$ cat config.mk
export PLATFORM = sky130hd
export DESIGN_NAME = bnn_seq_classifier
export DESIGN_NICKNAME = d
export VERILOG_FILES = /design/src/rtl/bnn_seq_classifier.sv
export SDC_FILE = /design/constraint.sdc
export NUM_CORES = 1
export LEC_CHECK = 0
export CORE_UTILIZATION = 34
export CTS_CLUSTER_DIAMETER = 60
export DETAILED_ROUTE_END_ITERATION = 8
export GPL_TIMING_DRIVEN = 1
export HOLD_SLACK_MARGIN = 0.15
export PLACE_DENSITY_LB_ADDON = 0.08
export REMOVE_ABC_BUFFERS = 1
export SYNTH_ARGS = -nofsm -noshare
export SYNTH_HDL_FRONTEND = slang
export SYNTH_SLANG_ARGS = --single-unit
$ cat constraint.sdc
create_clock -name clk -period 11 [get_ports clk]
set_input_delay 1.65 -clock clk [delete_from_list [all_inputs] [get_ports clk]]
set_output_delay 1.65 -clock clk [all_outputs]
set_load 0.01 [all_outputs]
$ cat src/rtl/bnn_seq_classifier.sv
// ----------------------------------------------------------------------------
// bnn_seq_classifier: time-multiplexed single-hidden-layer XNOR-popcount BNN
// with per-class score accumulation and a sequential argmax.
// Rev 1.0
// ----------------------------------------------------------------------------
`default_nettype none

module bnn_seq_classifier #(
  parameter int FEAT_CNT   = 16,
  parameter int FEAT_BITS  = 4,
  parameter int HIDDEN_CNT = 40,
  parameter int CLASS_CNT  = 10,
  parameter int LANES      = 4,
  parameter logic [HIDDEN_CNT*FEAT_CNT-1:0]  W1 = '0,
  parameter logic [CLASS_CNT*HIDDEN_CNT-1:0] W2 = '0
) (
  input  logic                                                clk,
  input  logic                                                rst_n,
  input  logic                                                in_valid,
  output logic                                                in_ready,
  input  logic [FEAT_CNT*FEAT_BITS-1:0]                       features,
  output logic                                                out_valid,
  input  logic                                                out_ready,
  output logic [((CLASS_CNT > 1) ? $clog2(CLASS_CNT) : 1)-1:0] prediction,
  output logic [$clog2(HIDDEN_CNT+1)-1:0]                     score_max
);

  localparam int H   = (HIDDEN_CNT + LANES - 1) / LANES;
  localparam int SW  = $clog2(HIDDEN_CNT + 1);
  localparam int CW  = (CLASS_CNT > 1) ? $clog2(CLASS_CNT) : 1;
  localparam int STW = (H > 1) ? $clog2(H) : 1;
  localparam int NW  = FEAT_BITS + $clog2(FEAT_CNT) + 1;
  localparam int W1W = HIDDEN_CNT * FEAT_CNT;
  localparam int W2W = CLASS_CNT * HIDDEN_CNT;
  localparam int FW  = FEAT_CNT * FEAT_BITS;

  typedef enum logic [1:0] {
    S_IDLE = 2'd0,
    S_HID  = 2'd1,
    S_ARG  = 2'd2,
    S_DONE = 2'd3
  } state_t;

  state_t                        state_q;
  logic [STW-1:0]                step_q;
  logic [CW-1:0]                 cls_q;
  logic [FW-1:0]                 feat_q;
  logic [CLASS_CNT-1:0][SW-1:0]  score_q;
  logic [CLASS_CNT-1:0][SW-1:0]  score_d;
  logic [CW-1:0]                 best_idx_q;
  logic [SW-1:0]                 best_score_q;
  logic [CW-1:0]                 best_idx_d;
  logic [SW-1:0]                 best_score_d;
  logic [CW-1:0]                 pred_q;
  logic [SW-1:0]                 score_max_q;
  logic                          out_valid_q;

  logic                          accept_w;
  logic [31:0]                   lane_idx_w [LANES];
  logic [LANES-1:0]              lane_en_w;
  logic [LANES-1:0]              lane_hid_w;
  logic [SW-1:0]                 cls_score_w;
  logic                          take_w;

  assign in_ready   = (state_q == S_IDLE) || ((state_q == S_DONE) && out_ready);
  assign accept_w   = in_valid && in_ready;
  assign out_valid  = out_valid_q;
  assign prediction = pred_q;
  assign score_max  = score_max_q;

  // Hidden neuron evaluation; weight bits are picked by shifting so a lane
  // past HIDDEN_CNT simply reads zeros and is then masked by lane_en_w.
  for (genvar l = 0; l < LANES; l++) begin : g_lane
    logic [NW-1:0]        sum_w;
    logic [FEAT_BITS-1:0] x_w;

    assign lane_idx_w[l] = 32'(step_q) * 32'(LANES) + 32'(l);
    assign lane_en_w[l]  = (lane_idx_w[l] < 32'(HIDDEN_CNT));

    always_comb begin
      sum_w = '0;
      x_w   = '0;
      for (int k = 0; k < FEAT_CNT; k++) begin
        x_w = FEAT_BITS'(feat_q >> (k * FEAT_BITS));
        if (|(W1 & (W1W'(1) << (lane_idx_w[l] * 32'(FEAT_CNT) + 32'(k)))))
          sum_w = sum_w + NW'(x_w);
        else
          sum_w = sum_w - NW'(x_w);
      end
    end

    assign lane_hid_w[l] = ~sum_w[NW-1];
  end

  for (genvar c = 0; c < CLASS_CNT; c++) begin : g_cls
    logic [LANES-1:0] match_w;

    for (genvar l = 0; l < LANES; l++) begin : g_match
      logic w2_bit;
      assign w2_bit     = |(W2 & (W2W'(1) << (32'(c * HIDDEN_CNT) + lane_idx_w[l])));
      assign match_w[l] = lane_en_w[l] & ~(lane_hid_w[l] ^ w2_bit);
    end

    assign score_d[c] = score_q[c] + SW'($countones(match_w));
  end

  // Strict greater-than keeps the lowest index on ties.
  assign cls_score_w  = score_q[cls_q];
  assign take_w       = (cls_q == '0) || (cls_score_w > best_score_q);
  assign best_idx_d   = take_w ? cls_q : best_idx_q;
  assign best_score_d = take_w ? cls_score_w : best_score_q;

  always_ff @(posedge clk or negedge rst_n) begin
    if (!rst_n) begin
      state_q      <= S_IDLE;
      step_q       <= '0;
      cls_q        <= '0;
      feat_q       <= '0;
      score_q      <= '0;
      best_idx_q   <= '0;
      best_score_q <= '0;
      pred_q       <= '0;
      score_max_q  <= '0;
      out_valid_q  <= 1'b0;
    end else begin
      if ((state_q == S_DONE) && out_ready)
        out_valid_q <= 1'b0;

      if (accept_w) begin
        feat_q  <= features;
        score_q <= '0;
        step_q  <= '0;
        state_q <= S_HID;
      end else begin
        case (state_q)
          S_HID: begin
            score_q <= score_d;
            if (step_q == STW'(H - 1)) begin
              cls_q        <= '0;
              best_idx_q   <= '0;
              best_score_q <= '0;
              state_q      <= S_ARG;
            end else begin
              step_q <= step_q + STW'(1);
            end
          end
          S_ARG: begin
            best_idx_q   <= best_idx_d;
            best_score_q <= best_score_d;
            if (cls_q == CW'(CLASS_CNT - 1)) begin
              pred_q      <= best_idx_d;
              score_max_q <= best_score_d;
              out_valid_q <= 1'b1;
              state_q     <= S_DONE;
            end else begin
              cls_q <= cls_q + CW'(1);
            end
          end
          S_DONE: begin
            if (out_ready)
              state_q <= S_IDLE;
          end
          default: ;
        endcase
      end
    end
  end

endmodule

`default_nettype wire
==> summary.md <==
| Metric | Value |
|---|---|
| Status | complete, no violations |
| Clock Skews | about 0.017 ns |
| CTS tree | yes |
| Synth area leaders | dfrtp_1 (38%), fa_1 (13%), ha_1 (8.1%) |
| Worst-path clk slew | ~0.060 ns |
| Cell taking the most area after synthesis | dfrtp_1 |
| Final setup violation count | 0 |
| Worst path max stage delay | around 0.57 ns |
| Avg WL per Cell | 14.9 um |
| Site Rows | just over 60 |
| Vias per cell | between 4 and 5 |
| Tot GR Track Use | 15.7% |
| Resize count post-CTS | 0 |
| I/O pin total | 80 |
| Core area | ~0.029 mm2 |
| Crit Path Max Fanout | 11 |
| Final min period | 7.19 ns |
| Hold crit path type | reg2reg |
| Syn_area_per_cell | between 9 and 10 um2 |
| CP Data Required Time | 11.26 ns |
| Post-DP HPWL | approximately 16000 um |
| Setup bufs post-CTS | 0 |
| Cell Area, Synth | about 0.01 mm2 |
| EDFF count, synth | 0 |
| Fmax achieved | around 140 MHz |
| GR Overflow Total | 0 |
| Flops & latches, synth | roughly 160 |
| Critical path type | reg2reg |
| Rel. slew slack | between 20% and 30% |
| Initial core utilization | between 30% and 40% |
| Largest net degree at the start of global routing | 108 |
| Max-cap violations | 0 |
| Final hold violation count | 0 |
| Initial antenna violation count | 0 |
| Final period util | roughly 65% |
| Ratio of cells with drive above 1 in the final layout | 5.01% |
| Total negative slack | 0 ns |
| Clk sinks | between 150 and 200 |
| Area grow syn2layout | 17.1% |
| Post-synth ARST share | 100% |
| Chip width | between 150 and 200 um |
| Root Driver | clkbuf_16 |
| Ys Warns | 0 |
| Residual DRC count | 0 |
| Syn Inst Count | around 1.1k |
| Total CTS buffers | 17 |
| Synth top cells by count | inv_1 (158), dfrtp_1 (155), nand2_1 (141) |
| ANT cells | 0 |
| Most numerous cell on the critical path | fa_1 |
| Depth of the CTS H-tree | 4 |
| Routed vias | a little over 7k |
| Chip height | roughly 170 um |
| Final wirelength | ~23000 um |
| Die area | approximately 0.031 mm2 |
| Clk buf depth | 2 |
| Clock Latency Late Sink | ~0.43 ns |
| Max Transition Viols Final | 0 |
| Cts hold-fix bufs | 0 |
| Setup crit end kind | register |
| First-pass GRT wire length | between 30000 and 40000 um |
| Tightest Pin Transition | approximately 1.0 ns |
| RSZ-0062 raised after global routing | no |
| Pre-antenna DRT Iters | 5 |
| Drt first-iter violations | 418 |
| Slowest stage cell, crit path | fa_1 |
| R2R cell count | 24 |
| Fin nets | 1324 |
| Cell depth of the worst min-delay path | 2 |
| Seq/Total Area, Yosys | 38.3% |
| Port Buf Inserts | 79 |
| Arrival time worst endpoint | approximately 7.5 ns |
| Post-DRT Antenna Nets | 0 |
| Count leader, synth | inv_1 |
| Yosys top cell area share | about two fifths |
| Vias in the first global route | about 7.2k |
| FILL cells | between 2k and 3k |
| Critical Path, Cell by Cell | nor3_2, xor2_2, inv_2, xnor2_1, ha_1, o21bai_1, fa_1, fa_1, inv_1, fa_1, fa_1, inv_1, ha_1, o211ai_1, a21oi_1, nor4_1, or2_2, ha_1, inv_1, fa_1, nor2b_1, nor3_1, xnor2_1, nor2_1 |
| Synth cell types | around 60 |
| Startpoint Class | register |
| Prevailing post-synth register cell | dfrtp_1 |
| GPL Wtd Cong | slightly below 0.8 |
==> state kept, by name, indices dropped and copies added, names as in the netlist <==
register	count
best_score_q	6
best_idx_q	4
step_q	4
score_q	60
out_valid	1
feat_q	64
cls_q	4
score_max	6
prediction	4
state_q	2
==> critical path: cells and delay by family (launching register included) <==
family | cells | cell delay, ns
DFF | 1 | 0.42
xor gates and xnor gates | 3 | 0.64
adders and majority gates | 8 | 3.64
AOI/OAI and AO/OA | 3 | 0.40
buffers and inverters | 4 | 0.74
and+or+nand+nor | 6 | 1.21
==> per-stage QoR <==
stage	hold WS, ns	util (%)	worst slack, ns	instance area [um2]	std cells
final	0.479	40.9	3.81	11900	1521
after global routing	0.519	40.9	3.25	11900	1521
after CTS	0.488	40.9	3.73	11900	1521
after detailed placement	0.470	38.8	3.76	11300	1489
after global placement	0.462	38.8	3.89	11300	1489
after floorplan	0.450	-	3.35	9930	1018
==> layout make-up <==
class                           count  area, um2  share of cell area (%)
Clock buffer                       19        443                    3.73
Clock inverter                     13        155                    1.31
Timing Repair Buffer               87        852                    7.18
Multi-Input combinational cell    704       5460                    46.0
Inverter                          159        597                    5.03
Sequential cell                   155       3880                    32.7
Tap cell                          384        480                    4.05
==> cell families after synthesis <==
kind of cell,synth area share (%)
AOI/OAI and AO/OA,11.8
xor gates and xnor gates,3.53
adders and majority gates,21.3
buffers and inverters,7.94
DFF,38.3
muxes,3.95
and+or+nand+nor,13.3
==> path summary, 6_finish.rpt <==
path	from	to	slack, ns
setup reg to reg	feat_q[2]	score_q[56]	3.81
max in group asynchronous	rst_n	feat_q[62]	8.25
hold / removal	feat_q[11]	feat_q[11]	0.48
hold reg to reg	feat_q[11]	feat_q[11]	0.48
setup / recovery	feat_q[2]	score_q[56]	3.81
min in group asynchronous	rst_n	best_score_q[2]	1.27
==> placed cells by master (no fill, tap or decap), types with 11 or more instances in the layout <==
cell type,Yosys,routed
a211oi_1,11,11
nor2b_1,27,27
dfrtp_1,155,155
nor2_1,92,91
nor3_1,17,17
nand2_1,141,141
nand4_1,13,13
a21oi_1,26,26
fa_1,66,66
o21ai_0,62,62
a21o_1,17,17
clkbuf_16,0,17
mux2i_1,40,40
o211ai_1,16,16
ha_1,66,65
a31oi_1,12,12
xor2_1,22,22
inv_1,158,158
clkdlybuf4s50_1,0,78
xnor2_1,17,17
==> metal layers <==
metal / vias to the layer above / global-route usage [%] / part of all wire (%)
li1: 3577 / - / -
met1: 3479 / 23.3 / 52
met2: 83 / 23.8 / 44
met3: 13 / 2.72 / 2.5
met4: 0 / 3.88 / 0.89
met5: - / 0 / 0
Power is left out: the tool's default activity adds up to more than one toggle a clock period on the data nets, which glitch-free logic cannot reach.
